==> config.mk <==
export PLATFORM = sky130hd
export DESIGN_NAME = pc_unit
export DESIGN_NICKNAME = d
export VERILOG_FILES = /design/src/rtl/pc_unit_pkg.sv /design/src/rtl/pc_page_adder.sv /design/src/rtl/pc_unit.sv
export SDC_FILE = /design/constraint.sdc
export NUM_CORES = 1
export LEC_CHECK = 0
export ABC_CLOCK_PERIOD_IN_PS = 4100
export BUFFER_PORTS_ARGS = -buffer_cell sky130_fd_sc_hd__buf_4
export CAP_MARGIN = 10
export CORE_MARGIN = 4
export CORE_UTILIZATION = 55
export DETAILED_ROUTE_END_ITERATION = 12
export PLACE_DENSITY = 0.86
export SLEW_MARGIN = 10
export SYNTH_ARGS = -nofsm -noshare
export SYNTH_HDL_FRONTEND = slang
export SYNTH_SLANG_ARGS = --single-unit
==> constraint.sdc <==
create_clock -name CLK -period 4.1 [get_ports CLK]
set_input_delay 0.82 -clock CLK [delete_from_list [all_inputs] [get_ports CLK]]
set_output_delay 0.82 -clock CLK [all_outputs]
set_load 0.01 [all_outputs]
==> src/rtl/pc_unit_pkg.sv <==
// Shared constants for the program-counter unit: command codes and FSM state codes.
package pc_unit_pkg;

  localparam logic [2:0] C_PCU_NOP     = 3'd0;
  localparam logic [2:0] C_PCU_INC     = 3'd1;
  localparam logic [2:0] C_PCU_LOAD    = 3'd2;
  localparam logic [2:0] C_PCU_LOAD_LO = 3'd3;
  localparam logic [2:0] C_PCU_BRANCH  = 3'd4;

  typedef enum logic {
    S_PCU_RUN   = 1'b0,
    S_PCU_FIXUP = 1'b1
  } pcu_state_e;

endpackage

==> src/rtl/pc_page_adder.sv <==
// In-page adder for relative branches: adds a sign-extended offset to the low PC
// part and reports whether the result left the page upward (carry) or downward (borrow).
module pc_page_adder #(
  parameter int PAGE_W = 8
) (
  input  logic [PAGE_W-1:0] pc_lo,
  input  logic [PAGE_W-1:0] off_ext,
  output logic [PAGE_W-1:0] new_lo,
  output logic              carry,
  output logic              borrow
);

  logic [PAGE_W:0] sum;
  logic            off_neg;

  // Zero-extended add of the page-width offset: the carry-out bit says whether
  // the true sum stayed inside the page, interpreted by the offset's sign.
  assign sum     = {1'b0, pc_lo} + {1'b0, off_ext};
  assign off_neg = off_ext[PAGE_W-1];
  assign new_lo  = sum[PAGE_W-1:0];
  assign carry   = ~off_neg & sum[PAGE_W];
  assign borrow  = off_neg & ~sum[PAGE_W];

endmodule

==> src/rtl/pc_unit.sv <==
// Program-counter unit: INC / LOAD / LOAD_LO / relative BRANCH with a page fix-up cycle.
// Define PC_UNIT_FAST_BRANCH_EN to resolve page-crossing branches in a single cycle.
module pc_unit
  import pc_unit_pkg::*;
#(
  parameter int                 ADDR_W   = 16,
  parameter int                 PAGE_W   = 8,
  parameter int                 OFF_W    = 8,
  parameter logic [ADDR_W-1:0]  RESET_PC = '0
) (
  input  logic              CLK,
  input  logic              RES,
  input  logic              CMD_VALID,
  output logic              CMD_READY,
  input  logic [2:0]        CMD,
  input  logic [OFF_W-1:0]  OFFSET,
  input  logic [ADDR_W-1:0] LOAD_ADDR,
  output logic [ADDR_W-1:0] PC,
  output logic [ADDR_W-1:0] PC_NEXT,
  output logic              PAGE_CROSS,
  output logic              BUSY
);

  localparam int PG_W = ADDR_W - PAGE_W;

  pcu_state_e        state_q, state_d;
  logic              dir_q, dir_d;        // 1: page borrow (-1), 0: page carry (+1)
  logic [ADDR_W-1:0] pc_q, pc_d;
  logic              cross_q, cross_d;

  logic [PAGE_W-1:0] off_ext;
  logic [PAGE_W-1:0] br_lo;
  logic              br_carry, br_borrow;
  logic [PG_W-1:0]   pc_pg;
  logic              accept;

  assign off_ext = PAGE_W'($signed(OFFSET));
  assign pc_pg   = pc_q[ADDR_W-1:PAGE_W];

  pc_page_adder #(.PAGE_W(PAGE_W)) u_adder (
    .pc_lo  (pc_q[PAGE_W-1:0]),
    .off_ext(off_ext),
    .new_lo (br_lo),
    .carry  (br_carry),
    .borrow (br_borrow)
  );

  // Handshake: a command transfers on any rising edge where CMD_VALID && CMD_READY;
  // CMD, OFFSET and LOAD_ADDR are only looked at in that cycle.
`ifdef PC_UNIT_FAST_BRANCH_EN
  assign CMD_READY = 1'b1;
`else
  assign CMD_READY = (state_q == S_PCU_RUN);
`endif
  assign BUSY   = ~CMD_READY;
  assign accept = CMD_VALID & CMD_READY;

  always_comb begin
    state_d = state_q;
    dir_d   = dir_q;
    pc_d    = pc_q;
    cross_d = 1'b0;
    if (state_q == S_PCU_FIXUP) begin
      pc_d[ADDR_W-1:PAGE_W] = dir_q ? (pc_pg - PG_W'(1)) : (pc_pg + PG_W'(1));
      state_d = S_PCU_RUN;
      cross_d = 1'b1;
    end else if (accept) begin
      case (CMD)
        C_PCU_INC:     pc_d = pc_q + ADDR_W'(1);
        C_PCU_LOAD:    pc_d = LOAD_ADDR;
        C_PCU_LOAD_LO: pc_d[PAGE_W-1:0] = LOAD_ADDR[PAGE_W-1:0];
        C_PCU_BRANCH: begin
          pc_d[PAGE_W-1:0] = br_lo;
`ifdef PC_UNIT_FAST_BRANCH_EN
          // Applying the page step now gives the same result as the full-width sum.
          if (br_carry)       pc_d[ADDR_W-1:PAGE_W] = pc_pg + PG_W'(1);
          else if (br_borrow) pc_d[ADDR_W-1:PAGE_W] = pc_pg - PG_W'(1);
          cross_d = br_carry | br_borrow;
`else
          if (br_carry | br_borrow) begin
            state_d = S_PCU_FIXUP;
            dir_d   = br_borrow;
          end
`endif
        end
        default: ;
      endcase
    end
  end

  always_ff @(posedge CLK) begin
    if (RES) begin
      state_q <= S_PCU_RUN;
      dir_q   <= 1'b0;
      pc_q    <= RESET_PC;
      cross_q <= 1'b0;
    end else begin
      state_q <= state_d;
      dir_q   <= dir_d;
      pc_q    <= pc_d;
      cross_q <= cross_d;
    end
  end

  assign PC         = pc_q;
  assign PC_NEXT    = pc_d;
  assign PAGE_CROSS = cross_q;

endmodule

==> reports/metrics.yaml <==
routabilityCongestion: 0.941
switchingPower_uw: 145
htreeDepth: 1
cts_root_buf: "clkbuf_4"
coreArea_um2: 3420
path_max_fanout: 3
cts.clk_slew.worst_paths_ns: 0.10
dr.pass1.iters: 5
setup_tns_ns: 0
finalCriticalPeriod_ns: 3.44
syn_avg_cell_area_um2: 7.91
pwr-share-seq: 0.452
synth_top_cell_area_share: 0.190
antenna_found_initial: 0
p_sw_frac: 0.327
synth-seq-area-share: 0.190
num_antenna_cells: 0
clock_path_buffers: 2
drtIter0Drc: 166
syn_area_um2: 2000
start_util: 0.586
drive_gt1_frac: 0.254
worst_pin_slew_ns: 0.569
grt_pass1_vias: 2138
hold_violations: 0
dp_slack_ns: 0.668
pwr-share-clk: 0.225
rr_worst_depth: 11
p_leak_uw: 0.00114
async_flop_share: 0
holdPathEnd: "PC[12]"
cts_setup_buffers: 0
io_pins: 65
syn_inst: 253
drv_cap: 0
io_buffer_count: 64
synth_area_leaders: "dfxtp_1 19%, ha_1 10%, xnor2_1 4.4%, o21ai_0 4.0%, a21oi_1 3.5%"
dp_hpwl_um: 4520
worst_ep_arrival_time_ns: 2.62
cts_resized: 0
regArea_um2: 380
irDropWorstVdd_mv: 0.0945
ctsHoldBuffers: 0
synth-seq-cells: 19
num_vias: 2269
slew_viol_final: 0
fillers: 291
cp-start-kind: "input pin"
hold_depth: 2
wire_per_inst_um: 16.0
grt_start_max_net_pins: 20
min_from: "PC[12]"
reg2reg_to: "dir_q"
synth_edf_count: 0
final_util: 0.742
synth_fp_nets: 301
vias_per_cell: 6.29
drc: 0
area_growth_pct: 26.6
grt_pass1_wl_um: 9670
grt_overflow_total: 0
rrSetupSlack_ns: 1.29
combPwrFrac: 0.323
antenna_left: 0
rsz0062_at_grt: "no"
wirelength_um: 5770
grtUsageTotal: 0.264
worstPathRequired_ns: 3.28
power-per-cell-area_nw_per_um2: 176
max_freq_mhz: 291
numCtsBuffers: 3
end_kind: "primary output"
final_area_um2: 2530
status: "complete, no violations"
internal_power_uw: 300
insertion_delay_ns: 0.31
synth_top_area_cell: "dfxtp_1"
finClkSkew_ns: 0.0140
worstReg2RegStart: "PC[0]"
yosys_warnings: 0
die_y_um: 68.3
cts.sinks: 19
path_class: "input pin to primary output"
nets: 364
placed_cell_area_um2: 2510
setup_viol: 0
fin_hold_ws_ns: 0.635
num_rows: 21
setup.worst_path.start: "OFFSET[0]"
min_path_type: "register to register"
relSlewSlack: 0.618
period_share: 0.839
setup_ws_ns: 0.659
die_x_um: 68.3
die_area_um2: 4670
synth_cell_types: 62
cts_tree: "yes"
synthFlopType: "dfxtp_1"
multi_input_area_um2: 1550
[power by group through the flow]
stage	registers, uW	clock network (uW)	logic, uW
2_1_floorplan	203	0	82.6
3_3_place_gp	205	0	140
3_5_place_dp	205	0	143
4_1_cts	201	101	143
5_1_grt	202	109	159
6_report	201	100	144
[cells in the mapped netlist, types with 3 or more instances]
| master | instances |
|---|---|
| nor2b_1 | 11 |
| a222oi_1 | 4 |
| mux2i_1 | 5 |
| clkbuf_1 | 4 |
| ha_1 | 16 |
| a221oi_1 | 5 |
| nor3_1 | 6 |
| nor2_1 | 18 |
| a21oi_1 | 14 |
| and4_1 | 3 |
| and3_1 | 3 |
| or3_1 | 3 |
| o21ai_1 | 3 |
| a31oi_1 | 5 |
| xnor2_1 | 10 |
| nand3_1 | 9 |
| nand4_1 | 7 |
| dfxtp_1 | 19 |
| nand2_1 | 17 |
| and2_1 | 3 |
| xor2_1 | 3 |
| inv_1 | 8 |
| a211oi_1 | 4 |
| o21a_1 | 3 |
| a21o_1 | 4 |
| o21ai_0 | 16 |
| nand2b_1 | 6 |
| or2_2 | 3 |
[metal layers]
layer	track usage	part of all wire	vias to the layer above
li1	-	-	1096
met1	0.348	0.42	1060
met5	0	0	-
met2	0.455	0.49	105
met4	0.0744	0.013	0
met3	0.0246	0.070	8
[state kept, by name, summed over array words and instances, names as in the netlist]
name	count
BUSY	1
PAGE_CROSS	1
PC	16
dir_q	1
[metrics by stage]
stage                     total power [uW]  instances
final                                  445        361
after floorplan                        286        253
after detailed placement               347        357
after global routing                   470        361
after CTS                              444        361
after global placement                 345        357
[cell families after synthesis]
| kind of cell | count (synthesis) | synth area share |
|---|---|---|
| AO/OA/AOI/OAI | 79 | 0.273 |
| AND/OR/NAND/NOR | 102 | 0.289 |
| XOR/XNOR | 13 | 0.0569 |
| flip-flops | 19 | 0.190 |
| multiplexers | 7 | 0.0363 |
| adder cells (fa/ha/maj) | 18 | 0.120 |
| buffers and inverters | 15 | 0.0344 |
[cell type report]
| class | count | share of cell area |
|---|---|---|
| inverter | 8 | 0.0119 |
| multi-input combinational | 219 | 0.612 |
| clock buffer | 4 | 0.0104 |
| tap | 46 | 0.0227 |
| timing repair buffer | 65 | 0.193 |
| sequential | 19 | 0.150 |
[cells in the final DEF, fill, tap and decap left out, types with 2 or more instances in the layout]
| master | synthesis | layout |
|---|---|---|
| buf_4 | 1 | 65 |
| dfxtp_1 | 19 | 19 |
| nor2_1 | 18 | 18 |
| nand2_1 | 17 | 17 |
| o21ai_0 | 16 | 16 |
| ha_1 | 16 | 16 |
| a21oi_1 | 14 | 14 |
| nor2b_1 | 11 | 11 |
| xnor2_1 | 10 | 10 |
| nand3_1 | 9 | 9 |
| inv_1 | 8 | 8 |
| nand4_1 | 7 | 7 |
| nand2b_1 | 6 | 6 |
| nor3_1 | 6 | 6 |
| mux2i_1 | 5 | 5 |
| a221oi_1 | 5 | 5 |
| a31oi_1 | 5 | 5 |
| a211oi_1 | 4 | 4 |
| a21o_1 | 4 | 4 |
| a222oi_1 | 4 | 4 |
| o21a_1 | 3 | 3 |
| and3_1 | 3 | 3 |
| and2_1 | 3 | 3 |
| and4_1 | 3 | 3 |
| o21ai_1 | 3 | 3 |
| xor2_1 | 3 | 3 |
| or2_2 | 3 | 3 |
| or3_1 | 3 | 3 |
| clkbuf_4 | 0 | 3 |
| or3b_1 | 2 | 2 |
| o2bb2ai_1 | 2 | 2 |
| nor4_1 | 2 | 2 |
| mux2_2 | 2 | 2 |
| a22oi_1 | 2 | 2 |
| o221ai_1 | 2 | 2 |
| fa_1 | 2 | 2 |
[how the worst max path moves through the flow]
stage / endpoint / slack, ns
6_report: PC_NEXT[6] / 0.66
5_1_grt: PC_NEXT[6] / 0.48
4_1_cts: PC_NEXT[6] / 0.66
3_5_place_dp: PC_NEXT[6] / 0.67
3_3_place_gp: PC_NEXT[6] / 0.71
2_1_floorplan: PC_NEXT[6] / 1.01
[worst max-delay path, stage by stage]
cell	delay [ns]
buf_4	0.11
ha_1	0.22
fa_1	0.43
a211oi_1	0.23
nor2_1	0.13
mux2i_1	0.13
a221oi_1	0.30
nor2_1	0.10
buf_4	0.15
(Power assumes the default switching activity.)
